--- config.mk ---
export PLATFORM = sky130hd
export DESIGN_NAME = mem_port_arbiter
export DESIGN_NICKNAME = d
export VERILOG_FILES = /design/src/rtl/mem_port_arbiter_pkg.sv /design/src/rtl/mem_port_arbiter.sv
export SDC_FILE = /design/constraint.sdc
export NUM_CORES = 1
export LEC_CHECK = 0
export CAP_MARGIN = 10
export CORE_MARGIN = 2
export CORE_UTILIZATION = 42
export CTS_BUF_LIST = sky130_fd_sc_hd__clkbuf_8
export DETAILED_ROUTE_END_ITERATION = 7
export PLACE_DENSITY = 0.91
export SKIP_LAST_GASP = 1
export SLEW_MARGIN = 15
export SYNTH_ARGS = -nofsm -noshare
export SYNTH_HDL_FRONTEND = slang
export SYNTH_SLANG_ARGS = --single-unit
--- constraint.sdc ---
create_clock -name clk_i -period 2.29 [get_ports clk_i]
set_input_delay 0.458 -clock clk_i [delete_from_list [all_inputs] [get_ports clk_i]]
set_output_delay 0.458 -clock clk_i [all_outputs]
set_load 0.01 [all_outputs]
--- src/rtl/mem_port_arbiter_pkg.sv ---
// Shared state and owner encodings for the fetch/data memory port arbiter.
package mem_port_arbiter_pkg;

    typedef logic [1:0] state_t;

    localparam state_t IDLE  = 2'd0;
    localparam state_t IBUSY = 2'd1;
    localparam state_t DBUSY = 2'd2;

    typedef enum logic {
        OWN_I = 1'b0,
        OWN_D = 1'b1
    } owner_e;

    localparam int BURST_W = 4;

    function automatic owner_e state_owner(input state_t s);
        return (s == DBUSY) ? OWN_D : OWN_I;
    endfunction

endpackage

--- src/rtl/mem_port_arbiter.sv ---
// Shares one single-ported, variable-latency memory between the fetch and data ports,
// one registered transaction at a time, with a burst limit that protects fetch.
module mem_port_arbiter
    import mem_port_arbiter_pkg::*;
#(
    parameter int ADDR_W     = 32,
    parameter int DATA_W     = 32,
    parameter int MAX_DBURST = 4
) (
    input  logic              clk_i,
    input  logic              rst_i,
    input  logic              start_i,

    input  logic              i_req_i,
    input  logic [ADDR_W-1:0] i_addr_i,
    output logic              i_ack_o,
    output logic [DATA_W-1:0] i_rdata_o,
    output logic              i_stall_o,

    input  logic              d_req_i,
    input  logic              d_we_i,
    input  logic [ADDR_W-1:0] d_addr_i,
    input  logic [DATA_W-1:0] d_wdata_i,
    output logic              d_ack_o,
    output logic [DATA_W-1:0] d_rdata_o,
    output logic              d_stall_o,

    output logic              mem_req_o,
    output logic              mem_we_o,
    output logic [ADDR_W-1:0] mem_addr_o,
    output logic [DATA_W-1:0] mem_wdata_o,
    input  logic              mem_ack_i,
    input  logic [DATA_W-1:0] mem_rdata_i
);

    localparam logic [BURST_W-1:0] BURST_LIMIT = BURST_W'(MAX_DBURST);

    state_t              state_q, state_d;
    logic [BURST_W-1:0]  burst_q, burst_d;
    logic                mem_req_q, mem_req_d;
    logic                mem_we_q, mem_we_d;
    logic [ADDR_W-1:0]   mem_addr_q, mem_addr_d;
    logic [DATA_W-1:0]   mem_wdata_q, mem_wdata_d;
    logic                i_ack_q, i_ack_d;
    logic                d_ack_q, d_ack_d;
    logic [DATA_W-1:0]   i_rdata_q, i_rdata_d;
    logic [DATA_W-1:0]   d_rdata_q, d_rdata_d;

    logic                i_elig, d_elig;
    logic                d_wins, i_wins;

    // A port in its own ack cycle is not eligible, so a request held over the ack is not re-granted.
    assign i_elig = start_i & i_req_i & ~i_ack_q;
    assign d_elig = start_i & d_req_i & ~d_ack_q;
    assign d_wins = d_elig & ~(i_elig & (burst_q == BURST_LIMIT));
    assign i_wins = i_elig & ~d_wins;

    always_comb begin
        state_d     = state_q;
        burst_d     = burst_q;
        mem_req_d   = mem_req_q;
        mem_we_d    = mem_we_q;
        mem_addr_d  = mem_addr_q;
        mem_wdata_d = mem_wdata_q;
        i_ack_d     = 1'b0;
        d_ack_d     = 1'b0;
        i_rdata_d   = i_rdata_q;
        d_rdata_d   = d_rdata_q;

        case (state_q)
            IDLE: begin
                if (d_wins) begin
                    state_d     = DBUSY;
                    mem_req_d   = 1'b1;
                    mem_we_d    = d_we_i;
                    mem_addr_d  = d_addr_i;
                    mem_wdata_d = d_wdata_i;
                    if (!i_req_i) begin
                        burst_d = '0;
                    end else if (burst_q != BURST_LIMIT) begin
                        burst_d = burst_q + 1'b1;
                    end
                end else if (i_wins) begin
                    state_d    = IBUSY;
                    mem_req_d  = 1'b1;
                    mem_we_d   = 1'b0;
                    mem_addr_d = i_addr_i;
                    burst_d    = '0;
                end
            end
            IBUSY, DBUSY: begin
                if (mem_ack_i) begin
                    state_d   = IDLE;
                    mem_req_d = 1'b0;
                    if (state_owner(state_q) == OWN_I) begin
                        i_ack_d   = 1'b1;
                        i_rdata_d = mem_rdata_i;
                    end else begin
                        d_ack_d = 1'b1;
                        if (!mem_we_q) begin
                            d_rdata_d = mem_rdata_i;
                        end
                    end
                end
            end
            default: begin
                state_d   = IDLE;
                mem_req_d = 1'b0;
            end
        endcase
    end

    always_ff @(posedge clk_i or negedge rst_i) begin
        if (!rst_i) begin
            state_q     <= IDLE;
            burst_q     <= '0;
            mem_req_q   <= 1'b0;
            mem_we_q    <= 1'b0;
            mem_addr_q  <= '0;
            mem_wdata_q <= '0;
            i_ack_q     <= 1'b0;
            d_ack_q     <= 1'b0;
            i_rdata_q   <= '0;
            d_rdata_q   <= '0;
        end else begin
            state_q     <= state_d;
            burst_q     <= burst_d;
            mem_req_q   <= mem_req_d;
            mem_we_q    <= mem_we_d;
            mem_addr_q  <= mem_addr_d;
            mem_wdata_q <= mem_wdata_d;
            i_ack_q     <= i_ack_d;
            d_ack_q     <= d_ack_d;
            i_rdata_q   <= i_rdata_d;
            d_rdata_q   <= d_rdata_d;
        end
    end

    assign mem_req_o   = mem_req_q;
    assign mem_we_o    = mem_we_q;
    assign mem_addr_o  = mem_addr_q;
    assign mem_wdata_o = mem_wdata_q;
    assign i_ack_o     = i_ack_q;
    assign i_rdata_o   = i_rdata_q;
    assign d_ack_o     = d_ack_q;
    assign d_rdata_o   = d_rdata_q;

    // Stalls are forced low while reset is asserted so every output reads 0 in reset.
    assign i_stall_o = rst_i & i_req_i & ~i_ack_q;
    assign d_stall_o = rst_i & d_req_i & ~d_ack_q;

endmodule

==> results of run 1 <==
## layer usage
metal / GRT usage / vias up
li1: - / 2241
met1: 0.2514 / 2330
met5: 0 / -
met2: 0.4054 / 216
met4: 0.08430 / 0
met3: 0.1024 / 32
## per-stage QoR
| stage | cell area, um^2 | std cells | power [mW] | hold slack, ns | util |
|---|---|---|---|---|---|
| after floorplan | 5723 | 504 | 6.504 | 0.1624 | - |
| after global placement | 8712 | 941 | 9.469 | 0.4566 | 0.6553 |
| after detailed placement | 8712 | 941 | 9.706 | 0.4618 | 0.6553 |
| after CTS | 9156 | 972 | 12.00 | 0.07194 | 0.6887 |
| after global routing | 9159 | 972 | 12.55 | 0.08245 | 0.6889 |
| final | 9159 | 972 | 11.87 | 0.06497 | 0.6889 |
## final timing paths
check / start / endpoint / slack (ns) / cells after the start
setup reg to reg: burst_q[0] / mem_wdata_o[3] / 0.39 / 7
hold reg to reg: i_rdata_o[27] / i_rdata_o[27] / 0.48 / 2
hold / removal: rst_i / mem_we_o / 0.06 / 2
min in group clk_i: i_rdata_o[27] / i_rdata_o[27] / 0.48 / 2
setup / recovery: d_req_i / d_stall_o / 0.06 / 4
max in group asynchronous: rst_i / mem_wdata_o[6] / 1.78 / 2
## critical path, stage by stage
cell	delay [ns]
clkdlybuf4s50_1	0.50
nor2b_2	0.16
and2_1	0.12
clkdlybuf4s50_1	0.53
## synthesized netlist by cell type
library cell	count	area [um^2]
o22ai_1	1	6.260
nand3b_1	3	22.52
a21bo_2	1	10.01
buf_6	3	33.78
clkbuf_1	9	33.78
and3b_2	1	10.01
dfrtp_1	138	3453
mux2i_1	2	20.02
a21oi_1	67	335.3
inv_1	6	22.52
nand2_1	130	488.0
ha_1	5	62.56
nand4_1	1	6.260
nor2_1	34	127.6
mux2_2	34	382.9
a21o_1	1	7.510
buf_2	13	65.06
nand2b_1	1	6.260
nor2b_1	4	25.02
nand3_1	3	15.01
nand2_2	1	6.260
a32o_1	1	10.01
o21ai_0	1	5.000
buf_1	2	7.510
mux2_4	30	450.4
o211a_1	1	10.01
and3b_1	1	8.760
and2_1	4	25.02
o2bb2ai_1	3	26.28
o211ai_2	1	12.51
a21boi_4	1	18.77
a41oi_1	1	8.760
## repair_timing
item | 4_1_cts | 5_1_grt
setup endpoints to repair | 0 | 1
gates resized for setup | 0 | 1
buffers inserted | 0 | 0
hold endpoints to repair | 0 | 0
## placed cells by master (no fill, tap or decap), drive strengths merged
cell type | synthesis | layout
a21o | 1 | 1
a21bo | 1 | 1
and3b | 2 | 2
nand4 | 1 | 1
clkinvlp | 0 | 3
o211ai | 1 | 1
dfrtp | 138 | 138
nand2b | 1 | 1
bufinv | 0 | 4
and2 | 4 | 4
nor2b | 4 | 4
inv | 6 | 8
buf | 18 | 21
nor2 | 34 | 34
a21boi | 1 | 1
clkbuf | 9 | 20
o22ai | 1 | 1
o2bb2ai | 3 | 3
clkdlybuf4s50 | 0 | 267
mux2i | 2 | 2
nand2 | 131 | 131
mux2 | 64 | 64
ha | 5 | 5
nand3b | 3 | 3
clkinv | 0 | 2
nand3 | 3 | 3
o21ai | 1 | 1
a41oi | 1 | 1
a32o | 1 | 1
a21oi | 67 | 67
o211a | 1 | 1
## power by group
group / switching, mW / internal, mW / leakage [nW] / total (mW)
logic: 2.24 / 3.20 / 2.32 / 5.45
registers: 0.649 / 3.58 / 1.66 / 4.23
clock network: 0.928 / 1.27 / 0.219 / 2.20
total: 3.82 / 8.05 / 4.20 / 11.9
## cell type report
cell class / instances / area share
clock inverters: 11 / 0.01844
multi-input cells: 333 / 0.2303
flip-flops and latches: 138 / 0.3770
repair buffers: 288 / 0.3176
clock buffers: 20 / 0.03005
well taps: 176 / 0.02404
inverters: 6 / 0.002459
## state kept, by name, indices dropped and copies added, names as in the netlist
signal,count
mem_wdata_o,32
mem_we_o,1
mem_req_o,1
i_ack_o,1
d_rdata_o,32
d_ack_o,1
i_rdata_o,32
state_q,2
mem_addr_o,32
burst_q,4
## cells by family (layout without fill, tap and decap cells)
family / Yosys count / count (layout)
DFF: 138 / 138
adders and majority gates: 5 / 5
AOI/OAI and AO/OA: 79 / 79
buffers and inverters: 33 / 325
and+or+nand+nor: 183 / 183
muxes: 66 / 66
==> impl_metrics.env, run 1 <==
export IMPL_synth_top_family_by_area="multiplexers"
export IMPL_drt_antenna_violating_nets=0
export IMPL_highest_layer="met4"
export IMPL_place_gp_congestion=0.7804
export IMPL_h_tree_depth=4
export IMPL_path_class="in2out"
export IMPL_start_util=0.4305
export IMPL_cts_buffers=17
export IMPL_insertion_delay_ns=0.44
export IMPL_syn_num_nets=644
export IMPL_wire_per_inst_um=17.40
export IMPL_synth_xor_area_share=0
export IMPL_die_x_um=120.7
export IMPL_status="completed"
export IMPL_wl_met3_um=1649
export IMPL_dieArea_um2=14580
export IMPL_synth_simple_gate_area_frac=0.1294
export IMPL_cp_data_required_time_ns=1.83
export IMPL_fin_crit_ns=2.227
export IMPL_port_buffers=268
export IMPL_ys_seq_area_frac=0.6034
export IMPL_holdCritPathClass="in2async"
export IMPL_grt_usage=0.2333
export IMPL_root_buffer="clkbuf_8"
export IMPL_peakVddDrop_v=0.0007015
export IMPL_num_vias=4819
export IMPL_hold_violations=0
export IMPL_antenna_found_initial=0
export IMPL_grt_start_max_net_pins=98
export IMPL_finalSetupViolCount=0
export IMPL_drive_gt1_frac=0.1520
export IMPL_path_clk_slew_ns=0.07
export IMPL_grt_overflow_total=0
export IMPL_drc=0
export IMPL_worst_pin_slew_ns=0.5472
export IMPL_synth_fa_ha_area_frac=0.01093
export IMPL_firstDrtPassIters=4
export IMPL_io_pins=269
export IMPL_grt_pass1_vias=4972
export IMPL_synth_compound_area_frac=0.07871
export IMPL_synth_cells=504
export IMPL_fin_tns_setup_ns=0
export IMPL_ys_ff_latch=138
export IMPL_synth_warnings=0
export IMPL_fin_ws_ns=0.06295
export IMPL_skew_ns=0.01349
export IMPL_n_antenna_cell=0
export IMPL_worstSetupStartpointType="primary input"
export IMPL_wl_met2_um=8550
export IMPL_synth_cell_types=32
export IMPL_register_area_um2=3453
export IMPL_clockBufferDepth=2
export IMPL_cap_violations=0
export IMPL_cts_tree="built"
export IMPL_grt_pass1_wl_um=25890
export IMPL_core_um2=13300
export IMPL_crit_path_max_fanout=2
export IMPL_nFillCells=942
export IMPL_clock_fmax_mhz=449.0
export IMPL_routed_via_density=4.958
export IMPL_die_h_um=120.7
export IMPL_synth_area_um2=5723
export IMPL_cp_arrival_ns=1.77
export IMPL_end_kind="primary output"
export IMPL_nets=924
export IMPL_place_hpwl_um=12140
export IMPL_p_leak_nw=4.200
export IMPL_muxShareOfSynthArea=0.1491
export IMPL_drt_met1_wl_um=6315
export IMPL_cts_sinks=138
export IMPL_multi_input_area_um2=2110
export IMPL_hold_buffers=0
export IMPL_drv_slew=0
export IMPL_pwr_density_cell_nw_per_um2=1296
export IMPL_slew_headroom=0.6352
export IMPL_timing_final_crit_share=0.9725
export IMPL_synth_area_per_cell_um2=11.36
export IMPL_num_rows=42
export IMPL_syn2layout_area_growth_pct=60.03
export IMPL_drt_initial_drc_count=198
export IMPL_rsz0062_at_grt="false"
export IMPL_routed_wl_um=16920
export IMPL_dp_slack_ns=0.07640
Note: power is estimated with default switching activity, not from simulation.
==> inputs of run 2 (changes only) <==
--- a/config.mk
+++ b/config.mk
@@ -10,6 +10,7 @@
 export CORE_UTILIZATION = 42
 export CTS_BUF_LIST = sky130_fd_sc_hd__clkbuf_8
 export DETAILED_ROUTE_END_ITERATION = 7
+export GPL_TIMING_DRIVEN = 1
 export PLACE_DENSITY = 0.91
 export SKIP_LAST_GASP = 1
 export SLEW_MARGIN = 15
==> results of run 2 <==
Same layout as run 1: the final DEF is identical, and so are final timing and power.
